==> src/rtl/spi_controller_tx_if.sv <==
// spi_controller_tx_if: frame request handshake plus the SPI pins driven by the controller.
interface spi_controller_tx_if;
    logic       start;
    logic       rw;
    logic [6:0] addr;
    logic [7:0] wdata;
    logic       busy;
    logic       done;
    logic       SCLK;
    logic       nCS;
    logic       COPI;
    modport master (output start, rw, addr, wdata, input busy, done, SCLK, nCS, COPI);
    modport slave (input start, rw, addr, wdata, output busy, done, SCLK, nCS, COPI);
endinterface

==> src/rtl/spi_controller_tx.sv <==
// spi_controller_tx: Mode 0, MSB-first serializer of one {rw, addr, wdata} frame per request.
module spi_controller_tx #(
    parameter int CLK_DIV     = 4,
    parameter int CS_SETUP    = 4,
    parameter int CS_HOLD     = 4,
    parameter int IDLE_GAP    = 4,
    parameter int TRAIL_EDGES = 1
) (
    input logic               clk,
    input logic               rst,
    spi_controller_tx_if.slave bus
);
    localparam int N    = 16 + TRAIL_EDGES;
    localparam int M1   = CLK_DIV > CS_SETUP ? CLK_DIV : CS_SETUP;
    localparam int M2   = CS_HOLD > IDLE_GAP ? CS_HOLD : IDLE_GAP;
    localparam int MAXP = M1 > M2 ? M1 : M2;
    localparam int CW   = MAXP > 1 ? $clog2(MAXP) : 1;

    typedef enum logic [2:0] {IDLE, SETUP, SHIFT_HI, SHIFT_LO, HOLD, GAP} state_e;

    state_e        state_q, state_d;
    logic [CW-1:0] cnt_q, cnt_d;
    logic [4:0]    bit_q, bit_d;
    logic [15:0]   sh_q, sh_d;
    logic          sclk_q, sclk_d;
    logic          ncs_q, ncs_d;
    logic          copi_q, copi_d;
    logic          done_q, done_d;
    logic          cnt_z;
    logic          last;

    assign cnt_z = cnt_q == '0;
    assign last  = bit_q == 5'(N);

    always_ff @(posedge clk) begin
        if (rst) begin
            state_q <= IDLE;
            cnt_q   <= '0;
            bit_q   <= '0;
            sh_q    <= '0;
            sclk_q  <= 1'b0;
            ncs_q   <= 1'b1;
            copi_q  <= 1'b0;
            done_q  <= 1'b0;
        end else begin
            state_q <= state_d;
            cnt_q   <= cnt_d;
            bit_q   <= bit_d;
            sh_q    <= sh_d;
            sclk_q  <= sclk_d;
            ncs_q   <= ncs_d;
            copi_q  <= copi_d;
            done_q  <= done_d;
        end
    end

    always_comb begin
        state_d = state_q;
        case (state_q)
            IDLE:     state_d = bus.start ? SETUP : IDLE;
            SETUP:    state_d = cnt_z ? SHIFT_HI : SETUP;
            SHIFT_HI: state_d = cnt_z ? SHIFT_LO : SHIFT_HI;
            SHIFT_LO: state_d = cnt_z ? (last ? HOLD : SHIFT_HI) : SHIFT_LO;
            HOLD:     state_d = cnt_z ? ((IDLE_GAP > 1) ? GAP : IDLE) : HOLD;
            GAP:      state_d = cnt_z ? IDLE : GAP;
            default:  state_d = IDLE;
        endcase
    end

    // Every timed phase reloads the shared counter on entry, so actions key off state changes.
    always_comb begin
        cnt_d  = cnt_z ? cnt_q : cnt_q - CW'(1);
        bit_d  = bit_q;
        sh_d   = sh_q;
        sclk_d = sclk_q;
        ncs_d  = ncs_q;
        copi_d = copi_q;
        done_d = 1'b0;
        if (state_d != state_q) begin
            case (state_d)
                SETUP: begin
                    sh_d   = {bus.addr, bus.wdata, 1'b0};
                    copi_d = bus.rw;
                    ncs_d  = 1'b0;
                    bit_d  = '0;
                    cnt_d  = CW'(CS_SETUP - 1);
                end
                SHIFT_HI: begin
                    sclk_d = 1'b1;
                    cnt_d  = CW'(CLK_DIV - 1);
                end
                SHIFT_LO: begin
                    sclk_d = 1'b0;
                    copi_d = sh_q[15];
                    sh_d   = {sh_q[14:0], 1'b0};
                    bit_d  = bit_q + 5'd1;
                    cnt_d  = CW'(CLK_DIV - 1);
                end
                HOLD: cnt_d = CW'(CS_HOLD - 1);
                GAP: begin
                    ncs_d = 1'b1;
                    cnt_d = CW'(IDLE_GAP - 2);
                end
                default: begin
                    ncs_d  = 1'b1;
                    done_d = 1'b1;
                end
            endcase
        end
    end

    assign bus.busy = state_q != IDLE;
    assign bus.done = done_q;
    assign bus.SCLK = sclk_q;
    assign bus.nCS  = ncs_q;
    assign bus.COPI = copi_q;
endmodule

==> src/flat_wrapper.sv <==
// flat-port wrapper written by rule: the top's interface ports become plain ports
module spi_controller_tx_flat 
#(
    parameter int CLK_DIV     = 4,
    parameter int CS_SETUP    = 4,
    parameter int CS_HOLD     = 4,
    parameter int IDLE_GAP    = 4,
    parameter int TRAIL_EDGES = 1
)
  (clk, rst, bus_start, bus_rw, bus_addr, bus_wdata, bus_busy, bus_done, bus_SCLK, bus_nCS, bus_COPI);
  spi_controller_tx_if bus_i ();
  input logic clk;
  input logic rst;
  input wire logic [$bits(bus_i.start)-1:0] bus_start;
  input wire logic [$bits(bus_i.rw)-1:0] bus_rw;
  input wire logic [$bits(bus_i.addr)-1:0] bus_addr;
  input wire logic [$bits(bus_i.wdata)-1:0] bus_wdata;
  output wire logic [$bits(bus_i.busy)-1:0] bus_busy;
  output wire logic [$bits(bus_i.done)-1:0] bus_done;
  output wire logic [$bits(bus_i.SCLK)-1:0] bus_SCLK;
  output wire logic [$bits(bus_i.nCS)-1:0] bus_nCS;
  output wire logic [$bits(bus_i.COPI)-1:0] bus_COPI;
  assign bus_i.start = bus_start;
  assign bus_i.rw = bus_rw;
  assign bus_i.addr = bus_addr;
  assign bus_i.wdata = bus_wdata;
  assign bus_busy = bus_i.busy;
  assign bus_done = bus_i.done;
  assign bus_SCLK = bus_i.SCLK;
  assign bus_nCS = bus_i.nCS;
  assign bus_COPI = bus_i.COPI;
  spi_controller_tx #(.CLK_DIV(CLK_DIV), .CS_SETUP(CS_SETUP), .CS_HOLD(CS_HOLD), .IDLE_GAP(IDLE_GAP), .TRAIL_EDGES(TRAIL_EDGES)) u_core (.clk(clk), .rst(rst), .bus(bus_i));
endmodule
==> config.mk <==
export PLATFORM = sky130hd
export DESIGN_NAME = spi_controller_tx_flat
export DESIGN_NICKNAME = d
export VERILOG_FILES = /design/src/rtl/spi_controller_tx_if.sv /design/src/rtl/spi_controller_tx.sv /design/src/flat_wrapper.sv
export SDC_FILE = /design/constraint.sdc
export NUM_CORES = 1
export LEC_CHECK = 0
export ABC_AREA = 1
export BUFFER_PORTS_ARGS = -buffer_cell sky130_fd_sc_hd__buf_2
export CAP_MARGIN = 20
export CORE_MARGIN = 1.5
export CORE_UTILIZATION = 59
export CTS_BUF_LIST = sky130_fd_sc_hd__clkbuf_8
export DETAILED_ROUTE_END_ITERATION = 8
export PLACE_DENSITY = 0.79
export SLEW_MARGIN = 25
export SYNTH_ARGS = -nofsm -noshare
export SYNTH_HDL_FRONTEND = slang
export SYNTH_SLANG_ARGS = --single-unit
==> constraint.sdc <==
create_clock -name clk -period 1.8 [get_ports clk]
set_input_delay 0.09 -clock clk [delete_from_list [all_inputs] [get_ports clk]]
set_output_delay 0.09 -clock clk [all_outputs]
set_load 0.05 [all_outputs]
* After elaboration in Yosys (flattened, before gate mapping)
Cells that the tools add are included.
** Cells by class
- Add/subtract/negate cells :: 2
- Equality and inequality tests :: 12
- Multiplexer cells :: 17
- Bitwise logic cells :: 2
- Reductions and logical operators :: 12
** Operators by type and width (number)
- $pmux 16 s2 :: 1
- $pmux 3 s6 :: 1
- $eq 3x2->1 const B :: 4
- $eq 3x3->1 const B :: 4
- $pmux 5 s2 :: 1
- $mux 3 :: 3
- $eq 3x1->1 const B :: 2
- $mux 2 :: 3
- $pmux 1 s2 :: 3
- $reduce_and 2->1 :: 3
- $add 5x1->5 const B :: 1
- $eq 5x5->1 const B :: 1
- $reduce_or 5->1 :: 1
- $mux 1 :: 4
- $pmux 2 s2 :: 1
- $reduce_bool 2->1 :: 2
- $reduce_or 4->1 :: 1
- $logic_not 3->1 :: 1
- $ne 3x3->1 :: 1
- $reduce_bool 3->1 :: 1
- $reduce_or 3->1 :: 1
- $logic_not 2->1 :: 1
- $not 1->1 :: 2
- $reduce_or 2->1 :: 1
- $sub 2x1->2 const B :: 1
** Storage, ports and cells
- Register bits after elaboration :: 30
- Output and inout port bits :: 5

* Longest topological paths before layout
- Depth after elaboration :: 8
- Gate-level depth with buffers :: 14
- Depth with buffers taken out :: 13

* Least setup slack after synthesis
No wires, ideal clock.
- Kind :: flip-flop to flip-flop
- From :: reg u_core.bit_q[1]
- To :: reg u_core.copi_q, in the netlist u_core.bus.COPI
- Library setup time :: 113 ps
- Arrival :: 1498 ps
- Required time :: 1687 ps
- Path slack :: 189 ps
- Stages on the path, launching flop included :: 14
- Buffers on the path :: 1
- Path through :: dfxtp_1 -> inv_1 -> ha_1 -> nand2_1 -> inv_1 -> nand3_1 -> nand2_1 -> a31oi_1 -> nand2_4 -> nand2_8 -> inv_6 -> buf_12 -> nor2_2 -> nor2_1
** On the way
- Cells in the longest elaborated chain, start to end :: 7
- Elaborated cells between the ends (all ways) :: 10
- Classes of those cells :: 4 x eq/ne; 4 x mux; 2 x reduce/logical
** Ends and longest elaborated chain
- start, declared :: line spi_controller_tx.sv:23 : logic [4:0] bit_q, bit_d;
- start signal, assigned :: line spi_controller_tx.sv:48 : bit_q <= bit_d;
- $eq 5x5->1 (*) :: line spi_controller_tx.sv:33 : assign last = bit_q == 5'(N);
- $mux 3 (*) (2 in series) :: line spi_controller_tx.sv:63 : SHIFT_LO: state_d = cnt_z ? (last ? HOLD : SHIFT_HI) : SHIFT_LO;
- $pmux 3 s6 (*) :: line spi_controller_tx.sv:59 : case (state_q)
- $eq 3x1->1 / $eq 3x2->1 (equally long branches) :: line spi_controller_tx.sv:80 : case (state_d)
- $reduce_bool 2->1 (no source line)
- $reduce_and 2->1 (no source line)
- end signal, assigned :: line spi_controller_tx.sv:52 : copi_q <= copi_d;
- end, declared :: line spi_controller_tx.sv:27 : logic copi_q, copi_d;
Mark *: on every way between the ends. The rest lies on a longest branch, timed or not.
A chain may end at the register's enable or synchronous reset.

* Worst setup path after layout
- From :: reg u_core.bit_q[1]
- To :: reg u_core.sh_q[13]
** On the way
- Cells in the longest elaborated chain, start to end :: 7
- Elaborated cells between the ends (all ways) :: 10
- Classes of those cells :: 4 x eq/ne; 4 x mux; 2 x reduce/logical
** Ends and longest elaborated chain
- $eq 5x5->1 (*) :: line spi_controller_tx.sv:33
- $mux 3 (*) (2 in series) :: line spi_controller_tx.sv:63
- $pmux 3 s6 (*) :: line spi_controller_tx.sv:59
- $eq 3x1->1 / $eq 3x2->1 (equally long branches) :: line spi_controller_tx.sv:80
- $reduce_bool 2->1 (no source line)
- $reduce_and 2->1 (no source line)
- end signal, assigned :: line spi_controller_tx.sv:40 : sh_q <= '0;
- end signal, assigned :: line spi_controller_tx.sv:49 : sh_q <= sh_d;
- end, declared :: line spi_controller_tx.sv:24 : logic [15:0] sh_q, sh_d;
Mark *: on every way between the ends. The rest lies on a longest branch, timed or not. The select of a mux whose other input is x is not followed.

==> results_dict.tcl <==
set metrics [dict create \
    hold_start "rst" \
    synthDominantCellAreaShare_pct 34.8 \
    grt_pass1_vias 1387 \
    clk_path_buf_depth 2 \
    yosysSeqAreaShare_pct 34.8 \
    grt_pass1_wl_mm 5.92 \
    htree_levels 2 \
    place.gp.congestion 0.903 \
    hp-class "in2reg" \
    status "complete, no violations" \
    vias 1608 \
    clkSinkCount 29 \
    firstDrtPassIters 4 \
    async_flop_share_pct 0 \
    clk_pin_slew_worst_paths_ns 0.06 \
    clockRootBuffer "clkbuf_8" \
    synth_most_common_cell "nand2_1" \
    detail-route-antenna-nets 0 \
    globalRoute.busiestLayer "met2" \
    avgSynthCellArea_um2 6.79 \
    grt_max_degree 20 \
    crit_type "reg2reg" \
    worstMarginPinSlew_ns 0.373 \
    syn_inst 246 \
    fin_tns_setup_ns 0 \
    global_route.usage.met1_pct 30.6 \
    instances_no_fill 311 \
    cp_max_fo 5 \
    n_antenna_cell 0 \
    regToRegStartpoint "u_core.bit_q[1]" \
    yosysTopAreaCell "dfxtp_1" \
    finalCritPeriodShare_pct 96.2 \
    hpwlAfterDp_mm 2.39 \
    crit_path_start_kind "flip-flop" \
    synthTopCellsByArea "dfxtp_1 35%, nand2_1 19%, nor2_1 8.5%" \
    relSlewSlack_pct 75.1 \
    drive_above_1_share_pct 26.8 \
    drv_slew 0 \
    p_total_uw 3720 \
    die_w_um 56.2 \
    postCtsHoldBufs 0 \
    grt_use_total_pct 24.2 \
    setup_viol 0 \
    grtUsageMet3_pct 8.60 \
    cts_tree "built" \
    avgRoutedWirePerCell_um 12.1 \
    synth_warnings 0 \
    ys_ff_latch 29 \
    arrival_ns 1.95 \
    rows 19 \
    clock.fmax_mhz 578 \
    required_ns 2.02 \
    initial_core_util_pct 61.6 \
    core_area_um2 2710 \
    timing.final.hold_violations 0 \
    maxCapViolations 0 \
    leakage_uw 0.000963 \
    synth_common_cells "84 x nand2_1, 38 x nor2_1, 29 x dfxtp_1" \
    ir_worst_vdd_v 0.00130 \
    die_area_um2 3160 \
    final_core_util_pct 73.1 \
    antenna_found_initial 0 \
    fin_skew_ns 0.00292 \
    insertion_delay_ns 0.28 \
    cts_buffers 5 \
    ios 24 \
    synth_area_um2 1670 \
    crit_start "u_core.bit_q[1]" \
    synth_nets 267 \
    routed_via_density 5.17 \
    fin_hold_ws_ns 0.0998 \
    worstSetupEndpointType "flip-flop" \
    synth_ff_type "dfxtp_1" \
    die_h_um 56.2 \
    period_needed_ns 1.73 \
    synthToLayoutAreaGrowth_pct 18.6 \
    drtIter0Drc 80 \
    use_met2_pct 37.1 \
    place_inst 298 \
    drc 0 \
    finalNetCount 301 \
    synthDistinctLibCells 31 \
    synth-edff-count 0 \
    portBuffers 23 \
    pwr_density_cell_nw_per_um2 1880 \
    grt.overflow.total 0 \
    drt_wl_total_mm 3.76 \
]
kinds of logic (layout without fill, tap and decap cells):
group	Yosys count	after routing	share of synthesized area, %
adder cells (fa/ha/maj)	2	2	1.50
AND/OR/NAND/NOR	175	176	49.4
XOR/XNOR	3	3	1.57
buffers and inverters	25	58	8.39
flip-flops	29	29	34.8
AO/OA/AOI/OAI	12	12	4.34
registers in the layout (all words and copies together) (netlist names):
| signal | cells |
|---|---|
| u_core.cnt_q | 2 |
| u_core.bus.COPI | 1 |
| u_core.state_q | 3 |
| u_core.bus.nCS | 1 |
| u_core.sh_q | 15 |
| u_core.bus.SCLK | 1 |
| u_core.bit_q | 5 |
| u_core.bus.done | 1 |
metal layers:
layer / wire, um / up-vias
li1: - / 846
met1: 1750 / 720
met2: 1730 / 37
met3: 207 / 5
met4: 67 / 0
met5: 0 / -
layout by cell type, fill, tap and decap left out:
cell	count
nand2_1	84
nor2_1	36
dfxtp_1	26
buf_2	23
nand3_1	15
nand3b_1	15
nor2_2	12
buf_4	12
inv_1	10
clkbuf_8	6
a21oi_1	5
nand2_2	4
nand4_1	3
o21ai_0	3
dfxtp_2	3
inv_2	2
nor2_4	2
nand3_2	2
xor2_1	2
ha_1	2
o211ai_2	1
clkinv_1	1
a31oi_4	1
nand2_4	1
o21ai_1	1
inv_6	1
nand2_8	1
inv_8	1
o21ai_4	1
inv_4	1
xnor2_1	1
or2_0	1
buf_6	1
final timing paths:
path,endpoint,slack (ns),depth (start not counted)
hold reg to reg,u_core.bus.nCS,0.48,2
hold / removal,u_core.bit_q[1],0.1,2
setup / recovery,u_core.sh_q[13],0.07,12
setup reg to reg,u_core.sh_q[13],0.07,12
power by group:
part / leakage, uW / total, uW / switching (uW) / internal, uW
clock: 0.0000485 / 539 / 242 / 297
combinational: 0.000675 / 2080 / 1320 / 766
sequential: 0.000240 / 1100 / 184 / 914
total: 0.000963 / 3720 / 1740 / 1980
critical path, stage by stage (launching register included):
cell and delay [ns]:
dfxtp_2 0.33, inv_1 0.05, ha_1 0.17, nand2_1 0.06, inv_1 0.04, nand3_1 0.09, nand2_1 0.11, a31oi_4 0.25
nand2_4 0.14, buf_4 0.17, nand3b_1 0.08, nand2_1 0.06, nor2_1 0.09
layout make-up:
class	instances	area, um2
Multi-Input combinational cell	193	983
Timing Repair Buffer	36	216
Tap cell	31	38.8
Fill cell	224	729
Clock inverter	1	3.75
Sequential cell	29	584
Clock buffer	6	82.6
Inverter	15	71.3
through the flow:
step                      setup WS [ns]  area [um2]
final                            0.0692        1980
after global routing            -0.0448        1980
after CTS                        0.0487        1890
after detailed placement         0.0667        1810
after global placement            0.122        1810
after floorplan                   0.189        1670
timing repair:
action	in CTS	in global routing
endpoints found under the setup margin	0	24
buffers inserted	0	5
resized for setup	0	14
endpoints found under the hold margin	0	0
No activity file was read; power rests on OpenSTA's default activity.
